===== src/rtl/spike_time_capture.sv =====
// Measures the first 1->0 time of each sorted spike lane over one gamma window.
// The packed times and an ordering flag go to a valid/ready consumer.
module spike_time_capture #(
    parameter int N     = 4,
    parameter int TW    = 4,
    parameter int GAMMA = 15
) (
    input  logic            clk,
    input  logic            rst_n,
    input  logic            start,
    input  logic [N-1:0]    spike_in,
    input  logic            out_ready,
    output logic            out_valid,
    output logic [N*TW-1:0] out_times,
    output logic            order_err,
    output logic            busy
);

    typedef enum logic [1:0] {IDLE, WINDOW, DONE} state_t;

    localparam logic [TW-1:0] NO_SPIKE   = '1;
    localparam logic [TW-1:0] LAST_COUNT = TW'(GAMMA - 1);

    state_t               state, state_next;
    logic [TW-1:0]        count;
    logic [N-1:0]         prev, captured, captured_next, fall;
    logic [N-1:0][TW-1:0] times, times_next;
    logic                 last_edge, err_next;

    // NOTE: every variable driven here gets a default first, so no path can infer a latch.
    always_comb begin
        fall          = prev & ~spike_in & ~captured;
        captured_next = captured | fall;
        times_next    = times;
        for (int i = 0; i < N; i++) begin
            if (fall[i]) times_next[i] = count;
        end
        // NO_SPIKE is all ones, so silent trailing lanes never look out of order.
        err_next = 1'b0;
        for (int i = 1; i < N; i++) begin
            if (times_next[i] < times_next[i-1]) err_next = 1'b1;
        end
        last_edge = (count == LAST_COUNT);
    end

    always_ff @(posedge clk or negedge rst_n) begin
        if (!rst_n) state <= IDLE;
        else        state <= state_next;
    end

    always_comb begin
        state_next = state;
        unique case (state)
            IDLE:    if (start)     state_next = WINDOW;
            WINDOW:  if (last_edge) state_next = DONE;
            DONE:    if (out_ready) state_next = IDLE;
            default:                state_next = IDLE;
        endcase
    end

    always_comb begin
        busy      = (state != IDLE);
        out_valid = (state == DONE);
    end

    // NOTE: sequential state uses non-blocking assignments so every flop samples pre-edge values.
    always_ff @(posedge clk or negedge rst_n) begin
        if (!rst_n) begin
            prev      <= '1;
            count     <= '0;
            captured  <= '0;
            times     <= {N{NO_SPIKE}};
            out_times <= '0;
            order_err <= 1'b0;
        end else begin
            unique case (state)
                IDLE: begin
                    if (start) begin
                        prev     <= spike_in;
                        count    <= '0;
                        captured <= '0;
                        times    <= {N{NO_SPIKE}};
                    end
                end
                WINDOW: begin
                    prev     <= spike_in;
                    captured <= captured_next;
                    times    <= times_next;
                    count    <= count + TW'(1);
                    // Result is latched with this edge's captures already folded in.
                    if (last_edge) begin
                        out_times <= times_next;
                        order_err <= err_next;
                    end
                end
                DONE: begin
                    if (out_ready) order_err <= 1'b0;
                end
                default: ;
            endcase
        end
    end

endmodule


===== config.mk =====
export PLATFORM = sky130hd
export DESIGN_NAME = spike_time_capture
export DESIGN_NICKNAME = d
export VERILOG_FILES = /design/src/rtl/spike_time_capture.sv
export SDC_FILE = /design/constraint.sdc
export NUM_CORES = 1
export LEC_CHECK = 0
export ABC_CLOCK_PERIOD_IN_PS = 2500
export CORE_ASPECT_RATIO = 0.8
export CORE_UTILIZATION = 55
export DETAILED_ROUTE_END_ITERATION = 7
export GPL_TIMING_DRIVEN = 0
export HOLD_SLACK_MARGIN = 0.03
export PLACE_DENSITY = 0.79
export SYNTH_ARGS = -nofsm -noshare
export SYNTH_HDL_FRONTEND = slang
export SYNTH_SLANG_ARGS = --single-unit

===== constraint.sdc =====
create_clock -name clk -period 2.5 [get_ports clk]
set_input_delay 0.5 -clock clk [delete_from_list [all_inputs] [get_ports clk]]
set_output_delay 0.5 -clock clk [all_outputs]
set_load 0.005 [all_outputs]

* After elaboration in Yosys (flattened, before gate mapping) *
Cells that the tools add are included.

storage, ports and cells
  bits in registers = 47
  input port bits = 8
  output and inout bits = 19
  logic and storage cells = 54

cells by class
  $add $sub $neg = 1
  order comparisons = 3
  equality and inequality tests = 6
  muxes and demuxes = 21
  bitwise logic cells = 5
  reduce and logical (&&, ||, !) cells = 8

operators by type and width
  operator               count
  $pmux W16 S2           1
  $mux W4                6
  $pmux W4 S2            3
  $mux W16               1
  $lt A4 B4 Y1           3
  $and A4 B4 Y4          2
  $not A4 Y4             2
  $mux W2                3
  $ne A2 B2 Y1 const B   3
  $pmux W2 S3            1
  $reduce_and A3 Y1      2
  $reduce_bool A2 Y1     3
  $mux W1                5
  $add A4 B1 Y4 const B  1
  $eq A4 B4 Y1 const B   1
  $or A4 B4 Y4           1
  $reduce_and A2 Y1      2
  $eq A2 B1 Y1 const B   1
  $eq A2 B2 Y1 const B   1
  $logic_not A2 Y1       1
  $pmux W1 S2            1

* Logic depth before layout (Yosys ltp) *
  word-level depth = 10
  gate-level depth with buffers = 8
  mapped depth without buffers = 8

* Worst setup path after synthesis *
No wires, ideal clock.

  path type = input port to flip-flop
  from = input spike_in[2]
  to = register order_err
  library setup time = 0.084 ns
  arrival time = 2.089 ns
  required time = 2.416 ns
  path slack = 0.327 ns
  stages = 6
  buffers on the path = 0
  cells stage by stage = nor3b_2 > mux2i_1 > inv_1 > ha_1 > a2111o_1 > a41oi_2

RTL lines
  element               line  RTL
  start, declared       11    input logic [N-1:0] spike_in,
  end signal, assigned  93    order_err <= err_next;
  end, declared         15    output logic order_err,

==> impl_metrics.env <==
export IMPL_reg2reg_from="prev[1]$_DFFE_PN1P_"
export IMPL_yosysMostFrequentCell="nand2_1"
export IMPL_preCtsSetupSlack_ps=-446.9
export IMPL_leakagePower_uw=0.001226
export IMPL_drt_iter0_drc=182
export IMPL_async_flop_share_pct=100.0
export IMPL_nNetsFinal=292
export IMPL_fp_dieArea_um2=4511
export IMPL_pwr_share_clk_pct=13.1
export IMPL_crit_type="primary input to flip-flop"
export IMPL_gp_congestion=0.8036
export IMPL_synth_seq_cells=47
export IMPL_totalWireLength_mm=4.967
export IMPL_final_cells=331
export IMPL_cp_start_kind="primary input"
export IMPL_synth_edf_count=0
export IMPL_outcome="completed"
export IMPL_period_share_pct=96.80
export IMPL_hpwl_mm=3.484
export IMPL_drive_gt1_share_pct=18.12
export IMPL_hp_class="primary input to async pin"
export IMPL_clk_latency_ps=300
export IMPL_syn_nets=254
export IMPL_seq_area_frac_synth_pct=51.45
export IMPL_ios=27
export IMPL_vias_per_cell=5.523
export IMPL_num_vias=1828
export IMPL_postSynthAreaPerCell_um2=9.851
export IMPL_max_cap_violations=0
export IMPL_power_internal_uw=2088
export IMPL_clkSlewWorstSetupHoldPaths_ps=80
export IMPL_core_um2=3929
export IMPL_core_rowCount=20
export IMPL_detail_route_first_pass_iterations=4
export IMPL_worstPathArrival_ps=2640
export IMPL_cts_made_buffers=5
export IMPL_worst_slew_pin_transition_ps=487.8
export IMPL_finalSetupTns_ps=0
export IMPL_cts_hold_buffers=0
export IMPL_ys_flop_type="dfrtp_1"
export IMPL_fmax_mhz=413.2
export IMPL_grt_max_degree=36
export IMPL_postRouteAntennaNets=0
export IMPL_fill_cells=305
export IMPL_r2r_cells=7
export IMPL_cts_max_path_buffers=2
export IMPL_die_h_um=60.28
export IMPL_yosys_top_cells_area="dfrtp_1, dfstp_2, nand2_1, mux2i_1, o21ai_0"
export IMPL_r2r_slack_ps=230
export IMPL_yosysWarnings=0
export IMPL_vdd_ir_drop_max_v=0.0006542
export IMPL_portBuffers=26
export IMPL_cp_max_fo=4
export IMPL_root_buffer="clkbuf_8"
export IMPL_timing_rr_end="order_err$_DFFE_PN0P_"
export IMPL_power_switching_uw=1277
export IMPL_power_density_nw_per_um2=1194
export IMPL_areaGrowthSynthToFinish_pct=20.69
export IMPL_required_ps=2720
export IMPL_seqPwrFrac_pct=40.8
export IMPL_synthTopCellsByCount="nand2_1, dfrtp_1, o21ai_0"
export IMPL_post_place_cells=319
export IMPL_hold_viol=0
export IMPL_grt_pass1_vias=1618
export IMPL_syn_area_um2=2335
export IMPL_drc=0
export IMPL_comb_power_share_pct=46.1
export IMPL_swShare_pct=37.94
export IMPL_antenna_cells=0
export IMPL_grt_overflow=0
export IMPL_htree_levels=2
export IMPL_rsz0062_at_grt="no"
export IMPL_slew_violations=0
export IMPL_cts_tree="built"
export IMPL_detail_route_wl_per_cell_um=15.01
export IMPL_fin_skew_ps=5.334
export IMPL_period_minus_slack_ps=2420
export IMPL_setup_viol=0
export IMPL_initial_utilization_pct=59.43
export IMPL_cts_sinks=47
export IMPL_finalWorstSetupSlack_ps=79.93
export IMPL_grt_pass1_wl_mm=7.969
export IMPL_grt_antenna_before_repair=0
export IMPL_cp_end_kind="flip-flop"
export IMPL_yosysUniqueCellTypes=33
export IMPL_synth_top_area_share_pct=28.94
export IMPL_synth_cells=237
export IMPL_die_x_um=74.85
export IMPL_maxSlewHeadroom_pct=67.41
export IMPL_synth_top_cell_by_area="dfrtp_1"
export IMPL_hold_ws_ps=77.79
export IMPL_track_usage_pct=24.87
[critical path, stage by stage]
cell	delay (ps)
clkdlybuf4s50_1	480
nor3b_4	200
buf_4	170
mux2i_2	320
inv_1	110
ha_1	300
a2111o_1	380
a41oi_2	170
[layer usage]
| layer | track usage [%] | share of wire, % |
|---|---|---|
| met5 | 0 | 0 |
| met4 | 5.930 | 0.24 |
| met3 | 7.083 | 4.7 |
| met2 | 35.78 | 46 |
| met1 | 36.96 | 49 |
[sequential cells by signal (all words and copies together) (netlist names)]
signal and count:
captured 4, count 4, state 2, out_times 16, times 16, prev 4, order_err 1
[area by class of cell]
cell class                      count  area [µm²]  area share [%]
Sequential cell                    47        1201           42.63
Inverter                           11       41.29           1.465
Multi-Input combinational cell    166        1070           37.97
Timing Repair Buffer               31       305.3           10.83
Clock inverter                      1       5.005          0.1776
Tap cell                           55       68.82           2.442
Clock buffer                        7       76.32           2.709
Buffer                             13       50.05           1.776
[cells in the final DEF (no fill, tap or decap), drive strengths merged]
cell	instances
a211oi	2
clkdlybuf4s50	25
mux2i	14
nand2	40
a21o	3
a41oi	1
or2	3
or3b	1
ha	9
o2111ai	1
a22o	1
dfstp	20
a2111o	1
a21oi	20
a22oi	1
nor2	19
a21boi	1
inv	11
clkinv	1
buf	7
nand2b	6
nand4	1
clkbuf	19
mux2	5
dfrtp	27
o21ai	24
and2	1
nand3	1
nor3b	8
nor2b	1
nor3	1
o32a	1
[worst max path at each step]
stage                                 end         from  cells past startpoint  slack [ps]
detailed placement  order_err$_DFFE_PN0P_  spike_in[2]                      7        -450
global route        order_err$_DFFE_PN0P_  spike_in[3]                      9           3
CTS                 order_err$_DFFE_PN0P_  spike_in[2]                      7          10
floorplan           order_err$_DFFE_PN0P_  spike_in[2]                      6         330
global placement    order_err$_DFFE_PN0P_  spike_in[2]                      7        -440
finish              order_err$_DFFE_PN0P_  spike_in[2]                      8          80
[what timing repair did]
item	4_1_cts	5_1_grt
pin swaps	1	3
setup buffers	0	4
gates resized for setup	4	2
setup endpoints to repair	1	1
[per-stage QoR]
| step | area (µm²) | util (%) | total power (µW) |
|---|---|---|---|
| 2_1_floorplan | 2335 | - | 2251 |
| 3_3_place_gp | 2664 | 67.80 | 2812 |
| 3_5_place_dp | 2679 | 68.18 | 2869 |
| 4_1_cts | 2778 | 70.70 | 3343 |
| 5_1_grt | 2818 | 71.72 | 3646 |
| 6_report | 2818 | 71.72 | 3365 |
[logic make-up after synthesis]
| group | after synthesis | share of synthesized area (%) |
|---|---|---|
| AND/OR/NAND/NOR | 82 | 17.20 |
| multiplexers | 19 | 8.574 |
| AO/OA/AOI/OAI | 56 | 14.04 |
| buffers and inverters | 24 | 3.912 |
| flip-flops | 47 | 51.45 |
| adder cells (fa/ha/maj) | 9 | 4.823 |
[power by group through the flow]
stage	clock [µW]	sequential (µW)	combinational, µW
finish	441	1370	1550
global route	493	1420	1740
CTS	452	1370	1520
detailed placement	0	1380	1490
global placement	0	1360	1450
floorplan	0	1340	912
Power figures use the tool's default switching activity.
